`config.mk`:
```
export PLATFORM = sky130hd
export DESIGN_NAME = video_timing_analyzer
export DESIGN_NICKNAME = d
export VERILOG_FILES = /design/src/rtl/video_timing_pkg.sv /design/src/rtl/vta_edge_detect.sv /design/src/rtl/video_timing_analyzer.sv
export SDC_FILE = /design/constraint.sdc
export NUM_CORES = 1
export LEC_CHECK = 0
export CAP_MARGIN = 40
export CORE_UTILIZATION = 60
export DETAILED_ROUTE_END_ITERATION = 8
export PLACE_DENSITY_LB_ADDON = 0.25
export SLEW_MARGIN = 20
export SYNTH_ARGS = -nofsm -noshare
export SYNTH_HDL_FRONTEND = slang
export SYNTH_SLANG_ARGS = --single-unit
```
`constraint.sdc`:
```
create_clock -name i_clk -period 4.1 [get_ports i_clk]
set_clock_uncertainty 0.05 [all_clocks]
set_input_delay 0.82 -clock i_clk [delete_from_list [all_inputs] [get_ports i_clk]]
set_output_delay 0.82 -clock i_clk [all_outputs]
set_load 0.03 [all_outputs]
```
`src/rtl/video_timing_pkg.sv`:
```
// Shared video timing definitions: FSM states, reference 640x480 timing
// constants (shared with the display timing generator) and the frame
// geometry record used by the timing analyzer.
package video_timing_pkg;

    // 640x480@60 reference timing (pixel clocks / lines)
    localparam int unsigned H_ACTIVE_640 = 640;
    localparam int unsigned H_FP_640     = 16;
    localparam int unsigned H_SYNC_640   = 96;
    localparam int unsigned H_TOTAL_640  = 800;
    localparam int unsigned V_ACTIVE_480 = 480;
    localparam int unsigned V_FP_480     = 10;
    localparam int unsigned V_SYNC_480   = 2;
    localparam int unsigned V_TOTAL_480  = 525;

    // Record fields are sized for the widest supported measurement counter
    localparam int unsigned REC_FIELD_W = 16;

    typedef enum logic [1:0] {
        IDLE    = 2'd0,
        MEASURE = 2'd1,
        CHECK   = 2'd2,
        LOCKED  = 2'd3
    } vta_state_e;

    typedef struct packed {
        logic [REC_FIELD_W-1:0] h_total;
        logic [REC_FIELD_W-1:0] h_active;
        logic [REC_FIELD_W-1:0] v_total;
        logic [REC_FIELD_W-1:0] v_active;
    } frame_rec_t;

endpackage

```
`src/rtl/vta_edge_detect.sv`:
```
// Stage-1 input registers for DE/HS/VS with sync polarity normalisation,
// plus single-cycle edge strobes derived from stage 1 vs. its previous value.
// Ports:
//   i_clk, i_rstn          clock, async active-low reset
//   i_de, i_hs, i_vs       raw video timing inputs
//   o_de                   stage-1 DE level
//   o_de_rise_c/o_de_fall_c DE edge strobes (combinational from flops)
//   o_hs_rise_c            asserted-edge of normalised HS
//   o_vs_rise_c            asserted-edge of normalised VS
module vta_edge_detect #(
    parameter bit SYNC_ACTIVE_HIGH = 1'b1
) (
    input  logic i_clk,
    input  logic i_rstn,
    input  logic i_de,
    input  logic i_hs,
    input  logic i_vs,
    output logic o_de,
    output logic o_de_rise_c,
    output logic o_de_fall_c,
    output logic o_hs_rise_c,
    output logic o_vs_rise_c
);

    // {de, hs, vs}
    logic [2:0] s1_d, s1_q;
    logic [2:0] prev_d, prev_q;

    always_comb begin
        s1_d   = {i_de,
                  SYNC_ACTIVE_HIGH ? i_hs : ~i_hs,
                  SYNC_ACTIVE_HIGH ? i_vs : ~i_vs};
        prev_d = s1_q;
    end

    always_ff @(posedge i_clk or negedge i_rstn) begin
        if (!i_rstn) begin
            s1_q   <= '0;
            prev_q <= '0;
        end else begin
            s1_q   <= s1_d;
            prev_q <= prev_d;
        end
    end

    assign o_de        = s1_q[2];
    assign o_de_rise_c = s1_q[2] & ~prev_q[2];
    assign o_de_fall_c = ~s1_q[2] & prev_q[2];
    assign o_hs_rise_c = s1_q[1] & ~prev_q[1];
    assign o_vs_rise_c = s1_q[0] & ~prev_q[0];

endmodule

```
`src/rtl/video_timing_analyzer.sv`:
```
// Receive-side video timing analyzer: recovers pixel coordinates from
// DE/HS/VS, measures line/frame geometry and declares lock once the geometry
// repeats for LOCK_FRAMES consecutive frames.
// Ports:
//   i_clk, i_rstn                  pixel clock, async active-low reset
//   i_de, i_hs, i_vs               incoming timing
//   o_de, o_x, o_y                 DE delayed 2 cycles with aligned coordinates
//   o_line_start, o_frame_start    pulses with first o_de of line / frame
//   o_h_total, o_h_active          clocks per line, DE clocks per line
//   o_v_total, o_v_active          lines per frame, DE lines per frame
//   o_locked                       geometry stable
module video_timing_analyzer
    import video_timing_pkg::*;
#(
    parameter bit          SYNC_ACTIVE_HIGH = 1'b1,
    parameter int unsigned COORD_W          = 10,
    parameter int unsigned MEAS_W           = 12,
    parameter int unsigned LOCK_FRAMES      = 2
) (
    input  logic               i_clk,
    input  logic               i_rstn,
    input  logic               i_de,
    input  logic               i_hs,
    input  logic               i_vs,
    output logic               o_de,
    output logic [COORD_W-1:0] o_x,
    output logic [COORD_W-1:0] o_y,
    output logic               o_line_start,
    output logic               o_frame_start,
    output logic [MEAS_W-1:0]  o_h_total,
    output logic [MEAS_W-1:0]  o_h_active,
    output logic [MEAS_W-1:0]  o_v_total,
    output logic [MEAS_W-1:0]  o_v_active,
    output logic               o_locked
);

    localparam int unsigned    MATCH_W  = 4;
    localparam logic [MEAS_W-1:0] MEAS_MAX = '1;

    logic de_s1, de_rise_c, de_fall_c, hs_rise_c, vs_rise_c;

    vta_edge_detect #(.SYNC_ACTIVE_HIGH(SYNC_ACTIVE_HIGH)) u_edge (
        .i_clk       (i_clk),
        .i_rstn      (i_rstn),
        .i_de        (i_de),
        .i_hs        (i_hs),
        .i_vs        (i_vs),
        .o_de        (de_s1),
        .o_de_rise_c (de_rise_c),
        .o_de_fall_c (de_fall_c),
        .o_hs_rise_c (hs_rise_c),
        .o_vs_rise_c (vs_rise_c)
    );

    function automatic logic [MEAS_W-1:0] sat_inc(input logic [MEAS_W-1:0] v);
        return (v == MEAS_MAX) ? v : v + MEAS_W'(1);
    endfunction

    // Stage 2 / coordinate state
    logic               o_de_d, o_de_q, o_ls_d, o_ls_q, o_fs_d, o_fs_q;
    logic [COORD_W-1:0] o_x_d, o_x_q, o_y_d, o_y_q;
    logic [COORD_W-1:0] pix_x_d, pix_x_q, line_y_d, line_y_q;
    logic               y_valid_d, y_valid_q, vs_seen_d, vs_seen_q;
    logic [COORD_W-1:0] x_now, y_now;
    logic               y_first;

    // Measurement state
    logic [MEAS_W-1:0]  h_cnt_d, h_cnt_q, de_cnt_d, de_cnt_q;
    logic [MEAS_W-1:0]  hs_lines_d, hs_lines_q, de_lines_d, de_lines_q;
    logic [MEAS_W-1:0]  h_ref_d, h_ref_q, de_ref_d, de_ref_q;
    logic               h_ref_vld_d, h_ref_vld_q, de_ref_vld_d, de_ref_vld_q;
    logic               bad_d, bad_q;
    logic [MEAS_W-1:0]  hs_lines_inc, de_lines_inc, h_ref_now, de_ref_now;
    logic               line_mis, cnt_sat, bad_now;
    frame_rec_t         rec;

    // Lock FSM and measurement outputs
    vta_state_e         state_d, state_q;
    logic [MATCH_W-1:0] match_d, match_q, match_inc;
    frame_rec_t         stored_d, stored_q;
    logic               rec_ok, watchdog;
    logic               o_locked_d, o_locked_q;
    logic [MEAS_W-1:0]  o_ht_d, o_ht_q, o_ha_d, o_ha_q, o_vt_d, o_vt_q, o_va_d, o_va_q;

    // Coordinate recovery; a VS rise coinciding with a DE rise starts y at 0
    always_comb begin
        y_first   = !y_valid_q || vs_rise_c;
        x_now     = de_rise_c ? '0 : COORD_W'(pix_x_q + COORD_W'(1));
        y_now     = line_y_q;
        if (de_rise_c) y_now = y_first ? '0 : COORD_W'(line_y_q + COORD_W'(1));
        pix_x_d   = de_s1 ? x_now : pix_x_q;
        line_y_d  = y_now;
        y_valid_d = y_valid_q;
        if (vs_rise_c) y_valid_d = 1'b0;
        if (de_rise_c) y_valid_d = 1'b1;
        vs_seen_d = vs_seen_q | vs_rise_c;
        o_de_d    = de_s1;
        o_x_d     = de_s1 ? x_now : '0;
        o_y_d     = de_s1 ? y_now : '0;
        o_ls_d    = de_rise_c;
        o_fs_d    = de_rise_c && y_first && (vs_seen_q || vs_rise_c);
    end

    // Line/frame measurement; events on the VS-rise cycle belong to the ending frame
    always_comb begin
        h_cnt_d      = hs_rise_c ? MEAS_W'(1) : sat_inc(h_cnt_q);
        de_cnt_d     = de_cnt_q;
        if (de_s1) de_cnt_d = de_rise_c ? MEAS_W'(1) : sat_inc(de_cnt_q);
        hs_lines_inc = hs_rise_c ? sat_inc(hs_lines_q) : hs_lines_q;
        de_lines_inc = de_rise_c ? sat_inc(de_lines_q) : de_lines_q;
        h_ref_now    = (hs_rise_c && !h_ref_vld_q) ? h_cnt_q : h_ref_q;
        de_ref_now   = (de_fall_c && !de_ref_vld_q) ? de_cnt_q : de_ref_q;
        line_mis     = (hs_rise_c && h_ref_vld_q && (h_cnt_q != h_ref_q)) ||
                       (de_fall_c && de_ref_vld_q && (de_cnt_q != de_ref_q));
        cnt_sat      = (h_cnt_q == MEAS_MAX) || (de_cnt_q == MEAS_MAX) ||
                       (hs_lines_q == MEAS_MAX) || (de_lines_q == MEAS_MAX);
        bad_now      = bad_q || line_mis || cnt_sat;

        rec.h_total  = REC_FIELD_W'(h_ref_now);
        rec.h_active = REC_FIELD_W'(de_ref_now);
        rec.v_total  = REC_FIELD_W'(hs_lines_inc);
        rec.v_active = REC_FIELD_W'(de_lines_inc);

        hs_lines_d   = hs_lines_inc;
        de_lines_d   = de_lines_inc;
        h_ref_d      = h_ref_now;
        de_ref_d     = de_ref_now;
        h_ref_vld_d  = h_ref_vld_q | hs_rise_c;
        de_ref_vld_d = de_ref_vld_q | de_fall_c;
        bad_d        = bad_now;
        if (vs_rise_c) begin
            hs_lines_d   = '0;
            de_lines_d   = '0;
            h_ref_d      = '0;
            de_ref_d     = '0;
            h_ref_vld_d  = 1'b0;
            de_ref_vld_d = 1'b0;
            bad_d        = 1'b0;
        end
    end

    // Lock FSM, advanced once per VS rise; HS loss forces IDLE
    always_comb begin
        state_d   = state_q;
        match_d   = match_q;
        stored_d  = stored_q;
        match_inc = match_q + MATCH_W'(1);
        watchdog  = (h_cnt_q == MEAS_MAX) && !hs_rise_c;
        rec_ok    = !bad_now && (rec == stored_q) &&
                    (rec.h_total != '0) && (rec.h_active != '0) &&
                    (rec.v_total != '0) && (rec.v_active != '0);
        o_ht_d    = o_ht_q;
        o_ha_d    = o_ha_q;
        o_vt_d    = o_vt_q;
        o_va_d    = o_va_q;

        if (watchdog) begin
            state_d = IDLE;
            match_d = '0;
        end else if (vs_rise_c) begin
            if (state_q != IDLE && !bad_now) begin
                o_ht_d = h_ref_now;
                o_ha_d = de_ref_now;
                o_vt_d = hs_lines_inc;
                o_va_d = de_lines_inc;
            end
            case (state_q)
                IDLE: state_d = MEASURE;
                MEASURE: begin
                    stored_d = rec;
                    match_d  = '0;
                    state_d  = CHECK;
                end
                CHECK: begin
                    if (rec_ok) begin
                        match_d = match_inc;
                        if (match_inc >= MATCH_W'(LOCK_FRAMES)) state_d = LOCKED;
                    end else begin
                        stored_d = rec;
                        match_d  = '0;
                    end
                end
                LOCKED: begin
                    if (!rec_ok) begin
                        stored_d = rec;
                        match_d  = '0;
                        state_d  = CHECK;
                    end
                end
                default: state_d = IDLE;
            endcase
        end
        o_locked_d = (state_d == LOCKED);
    end

    always_ff @(posedge i_clk or negedge i_rstn) begin
        if (!i_rstn) begin
            o_de_q       <= 1'b0;
            o_x_q        <= '0;
            o_y_q        <= '0;
            o_ls_q       <= 1'b0;
            o_fs_q       <= 1'b0;
            pix_x_q      <= '0;
            line_y_q     <= '0;
            y_valid_q    <= 1'b0;
            vs_seen_q    <= 1'b0;
            h_cnt_q      <= '0;
            de_cnt_q     <= '0;
            hs_lines_q   <= '0;
            de_lines_q   <= '0;
            h_ref_q      <= '0;
            de_ref_q     <= '0;
            h_ref_vld_q  <= 1'b0;
            de_ref_vld_q <= 1'b0;
            bad_q        <= 1'b0;
            state_q      <= IDLE;
            match_q      <= '0;
            stored_q     <= '0;
            o_locked_q   <= 1'b0;
            o_ht_q       <= '0;
            o_ha_q       <= '0;
            o_vt_q       <= '0;
            o_va_q       <= '0;
        end else begin
            o_de_q       <= o_de_d;
            o_x_q        <= o_x_d;
            o_y_q        <= o_y_d;
            o_ls_q       <= o_ls_d;
            o_fs_q       <= o_fs_d;
            pix_x_q      <= pix_x_d;
            line_y_q     <= line_y_d;
            y_valid_q    <= y_valid_d;
            vs_seen_q    <= vs_seen_d;
            h_cnt_q      <= h_cnt_d;
            de_cnt_q     <= de_cnt_d;
            hs_lines_q   <= hs_lines_d;
            de_lines_q   <= de_lines_d;
            h_ref_q      <= h_ref_d;
            de_ref_q     <= de_ref_d;
            h_ref_vld_q  <= h_ref_vld_d;
            de_ref_vld_q <= de_ref_vld_d;
            bad_q        <= bad_d;
            state_q      <= state_d;
            match_q      <= match_d;
            stored_q     <= stored_d;
            o_locked_q   <= o_locked_d;
            o_ht_q       <= o_ht_d;
            o_ha_q       <= o_ha_d;
            o_vt_q       <= o_vt_d;
            o_va_q       <= o_va_d;
        end
    end

    assign o_de          = o_de_q;
    assign o_x           = o_x_q;
    assign o_y           = o_y_q;
    assign o_line_start  = o_ls_q;
    assign o_frame_start = o_fs_q;
    assign o_h_total     = o_ht_q;
    assign o_h_active    = o_ha_q;
    assign o_v_total     = o_vt_q;
    assign o_v_active    = o_va_q;
    assign o_locked      = o_locked_q;

endmodule

```
# Word level (Yosys, flattened, before mapping)
# Index checks and enable logic that the tools add are counted.
[classes] add_sub_neg=7 order_cmp=1 n_eq_ne=15 muxes=37 bitwise=12 reduce_logical=43
[op_table] op="$mux W12" n=14
[op_table] op="$pmux W64 S2" n=1
[op_table] op="$eq A60 B64 Y1" n=1
[op_table] op="$mux W64" n=1
[op_table] op="$reduce_bool A16 Y1" n=4
[op_table] op="$mux W10" n=5
[op_table] op="$add A12 B1 Y12 const B" n=4
[op_table] op="$eq A12 B12 Y1 const B" n=4
[op_table] op="$ne A12 B12 Y1" n=2
[op_table] op="$add A10 B1 Y10 const B" n=2
[op_table] op="$mux W4" n=4
[op_table] op="$logic_and A1 B1 Y1" n=15
[op_table] op="$pmux W4 S3" n=1
[op_table] op="$mux W2" n=5
[op_table] op="$logic_or A1 B1 Y1" n=8
[op_table] op="$pmux W2 S4" n=1
[op_table] op="$reduce_bool A2 Y1" n=4
[op_table] op="$eq A2 B2 Y1 const B" n=3
[op_table] op="$ne A2 B2 Y1 const B" n=3
[op_table] op="$reduce_and A3 Y1" n=2
[op_table] op="$logic_not A1 Y1" n=5
[op_table] op="$mux W1" n=5
[op_table] op="$not A1 Y1" n=5
[op_table] op="$add A4 B1 Y4 const B" n=1
[op_table] op="10 further kinds" n=15
[word_totals] ff_bits=245 in_bits=5 output_inout_bits=72 wordCells=146

# Depth between registers and ports, before layout
[logic_depth] depth_word=18 ltp_mapped=16 ltp_nobuf=11

# Modules after synthesis
# A second synthesis with hierarchy kept.
[unflattened] cells_unflattened=1156 area_unflattened_um2=11522.3
[by_module_without_submodules] mod="video_timing_analyzer" n_inst=1 cells_each=1146 area_per_inst_um2=11344.6 seq_area_each_um2=5580.4
[by_module_without_submodules] mod="vta_edge_detect" n_inst=1 cells_each=10 area_per_inst_um2=177.7 seq_area_each_um2=150.1

# Least setup slack after synthesis
# No wires, ideal clock.
[synth_timing] path_type="reg2reg" start="reg hs_lines_q[1]" end="reg stored_q[3] (netlist name)" setup_ps=128 arrival_time_ps=3312 t_required_ps=3922 setup_slack_ps=610 stages_incl_launch_ff=14 n_path_buf=2 period_less_slack_ps=3490 cell_sequence="dfrtp_1 ha_1 nand4b_1 a2111oi_2 xnor2_1 xnor2_1 or4_1 nor4_1 nand4_1 or2_1 buf_6 nor3b_4 buf_6 mux2_1"
[synth_between] elab_chain_cells=12 word_cells_on_any_way=17 cone_classes="1 x add/sub; 3 x eq/ne; 2 x mux; 11 x reduce/logical"
[synth_lines] item="start, declared" line_no="video_timing_analyzer.sv:69" rtl="logic [MEAS_W-1:0] hs_lines_d, hs_lines_q, de_lines_d, de_lines_q;"
[synth_lines] item="start signal, assigned" line_no="video_timing_analyzer.sv:236" rtl="hs_lines_q <= hs_lines_d;"
[synth_lines] item="parallel branches: the longest is 8 deep, another holds $add A12 B1 Y12"
[synth_lines] item="$logic_and A1 B1 Y1 (*)" line_no="video_timing_analyzer.sv:150" rtl="(rec.h_total != '0) && (rec.h_active != '0) &&"
[synth_lines] item="$logic_and A1 B1 Y1 (*)" line_no="video_timing_analyzer.sv:151" rtl="(rec.v_total != '0) && (rec.v_active != '0);"
[synth_lines] item="$ne A2 B2 Y1 (no source line) (*)"
[synth_lines] item="$reduce_and A4 Y1 (no source line) (*)"
[synth_lines] item="end signal, assigned" line_no="video_timing_analyzer.sv:245" rtl="stored_q <= stored_d;"
[synth_lines] item="end, declared" line_no="video_timing_analyzer.sv:80" rtl="frame_rec_t stored_d, stored_q;"
# Mark *: on every way between the ends.
# A chain may end at the register's enable or synchronous reset.

# Worst setup path after layout
[layout_timing] start="reg hs_lines_q[1]" end="reg stored_q[40] (netlist name)"
# The elaborated chain is that of the path after synthesis.

==> out/results.tsv <==
metric	value	unit
worst reg2reg path startpoint	hs_lines_q[1]	
die height	140	um
crit path cell chain	ha_2 > nand4b_1 > buf_4 > nor3_1 > mux2i_2 > o221ai_1 > a2111o_1 > nor4_2 > nand4_1 > or2_1 > nor3b_4 > buf_6 > buf_12 > mux2i_1	
DR WL/cell	18.5	um
Post-synth EDFFs	0	
Cell variety after synth	68	
Synthesized Nets	1181	
antenna-violating nets left	0	
vias post-DR	9187	
Nets	1304	
critical path class	reg2reg	
Post-DP HPWL	20.1	mm
Worst Hold Slack	0.278	ns
CORE AREA	0.0187	mm2
Layout Utilization	74.0	%
drt drc	0	
Fin. Hold Viols	0	
layout cell share with drive strength beyond 1	11.9	%
CP max-delay cell	dfrtp_1	
Clock transition at path regs	0.06	ns
register area share after synthesis	49.7	%
Area growth syn-to-layout	20.7	%
Final Non-Filler Cells	1542	
grt ovf	0	
CP endpoint kind	flop	
Pwr Total	6.67	mW
initial antenna violation count	0	
Leakage	6.36	nW
Startpoint Class	flop	
first-pass GRT wire length	47.3	mm
async set-reset flop share out of synthesis	100	%
CP startpoint	hs_lines_q[1]	
flops & latches, synth	228	
Slew @ Worst Pin	0.805	ns
Max VDD drop	0.354	mV
gpl congestion	0.963	
Final WS setup	0.281	ns
critical path fanouts, max	21	
Tot GR Track Use	30.1	%
Critical Path AT	4.18	ns
Clock Latency Late Sink	0.51	ns
Final min period	3.82	ns
Syn. warnings	0	
post-placement cell count	1496	
via count of the first global-routing pass	9123	
Max-cap violations	0	
Cells after Synth	1168	
num ports	77	
count of final setup violators	0	
DP Worst Slack	-0.0101	ns
starting DRC count in detailed routing	688	
number of port buffers	76	
Avg Inst Size Synth	9.83	um2
total CTS buffers	25	
Initial DRT Pass Iterations	5	
root buffer cell	clkbuf_16	
CTS Buffer Depth	3	
ANT cells	0	
most frequent cells in the layout	dfrtp_1, nor2_1, buf_4	
mapped cell area	0.0115	mm2
# H-tree levels	1	
leading cell type in the layout, fill and taps excluded	dfrtp_1	
width of the die	140	um
overall routed net length	28.6	mm
Max Slew Vio Count	0	
maximum operating frequency	262	MHz
PD cells	482	mW/mm2
row count	50	
outcome	completed	
worst hold path type	in2async	
TritonCTS clock tree	yes	
largest net degree at the start of global routing	100	
Max transition margin	46.1	%
worst path required time	4.46	ns
top_reg_cell synth	dfrtp_1	
Critical Path Max Stage Delay	0.43	ns
final worst path period share	93.1	%
detail-routed via count per cell	5.96	
CTS sink cnt	228	
initial core utilization	61.4	%
full die area	0.0197	mm2
-- power by group --
part / internal (mW) / switching [mW] / total (mW)
Sequential: 2.52 / 0.227 / 2.74
Combinational: 0.677 / 0.936 / 1.61
Clock: 1.42 / 0.900 / 2.32
-- synthesized netlist by cell type, types with 5 or more instances --
cell | number | area, um2
mux2_2 | 8 | 90.1
o2111ai_1 | 5 | 43.8
nand3_1 | 50 | 250
and3_1 | 20 | 125
o21a_1 | 5 | 37.5
nor4_1 | 30 | 188
nor2_1 | 140 | 526
and2_1 | 18 | 113
nand2b_1 | 12 | 75.1
inv_1 | 63 | 236
and4_1 | 6 | 52.6
nor3_1 | 29 | 145
clkbuf_1 | 50 | 188
nand2_1 | 52 | 195
mux2i_1 | 78 | 781
ha_1 | 8 | 100
buf_2 | 13 | 65.1
a31oi_1 | 7 | 43.8
dfrtp_1 | 228 | 5710
nand4_1 | 25 | 156
a211oi_1 | 7 | 52.6
xnor2_1 | 42 | 368
a21oi_1 | 71 | 355
a21o_1 | 11 | 82.6
xor2_1 | 52 | 455
nor2b_1 | 8 | 50.1
o21ai_0 | 28 | 140
mux2_1 | 8 | 90.1
or3_1 | 15 | 93.8
o211ai_1 | 7 | 52.6
-- cell families (layout without fill, tap and decap cells) --
logic type / count (synthesis) / count (layout) / synth area share, %
simple gates: 429 / 429 / 19.1
flops: 228 / 228 / 49.7
compound gates: 177 / 177 / 9.73
buf+inv: 137 / 277 / 4.92
xor+xnor: 95 / 95 / 7.32
mux: 94 / 94 / 8.37
fa+ha+maj: 8 / 8 / 0.872
-- sequential cells by signal, indices dropped and copies added, names as in the netlist, 2 cells and up --
| register | flops |
|---|---|
| de_lines_q | 12 |
| hs_lines_q | 12 |
| pix_x_q | 10 |
| u_edge.prev_d | 3 |
| h_cnt_q | 12 |
| state_q | 2 |
| u_edge.prev_q | 2 |
| o_v_total | 12 |
| stored_q | 48 |
| de_ref_q | 12 |
| o_y | 10 |
| match_q | 4 |
| o_h_total | 12 |
| o_h_active | 12 |
| de_cnt_q | 12 |
| o_x | 10 |
| line_y_q | 10 |
| h_ref_q | 12 |
| o_v_active | 12 |
-- stage by stage --
step                cell area (um2)  TNS, ns
floorplan                     11500        0
global placement              12900    -1.56
detailed placement            12900  -0.0101
CTS                           13800        0
global route                  13800  -0.0108
finish                        13800        0
-- final timing paths --
path                                     to  slack (ns)  depth (start not counted)
max in group asynchronous       stored_q[2]        2.77                          2
max                            stored_q[40]        0.28                         14
min in group i_clk         u_edge.prev_q[0]        0.36                          0
max reg2reg                    stored_q[40]        0.28                         14
min reg2reg                u_edge.prev_q[0]        0.36                          0
min                             de_cnt_q[8]        0.28                          1
-- worst max-delay path, delay by kind of cell (launching register included) --
family	cells	cell delay (ns)
and+or+nand+nor	6	1.28
adders and majority gates	1	0.25
buffers and inverters	3	0.58
DFF	1	0.43
AOI/OAI and AO/OA	2	0.50
muxes	2	0.60
-- area by class of cell --
type,instances,area (um2)
Clock inverter,9,133
Tap cell,234,293
Fill cell,1307,4860
Sequential cell,228,5710
Multi-Input combinational cell,803,5250
Inverter,65,244
Clock buffer,35,723
Timing Repair Buffer,168,1500
-- what timing repair did --
action                     in CTS  in global routing
setup buffers                   1                  1
hold endpoints to repair        0                  0
hold buffers                    0                  0
gates resized for setup         1                  6
setup endpoints to repair       7                 42
-- per-layer routing --
layer	wire (um)	track usage [%]	up-vias	share of wire, %
met1	12700	41.2	4559	44
met2	13800	51.2	258	48
li1	-	-	4314	-
met3	1330	3.66	56	4.7
met5	0	0	-	0
met4	704	7.81	0	2.5
Power figures use the tool's default switching activity.
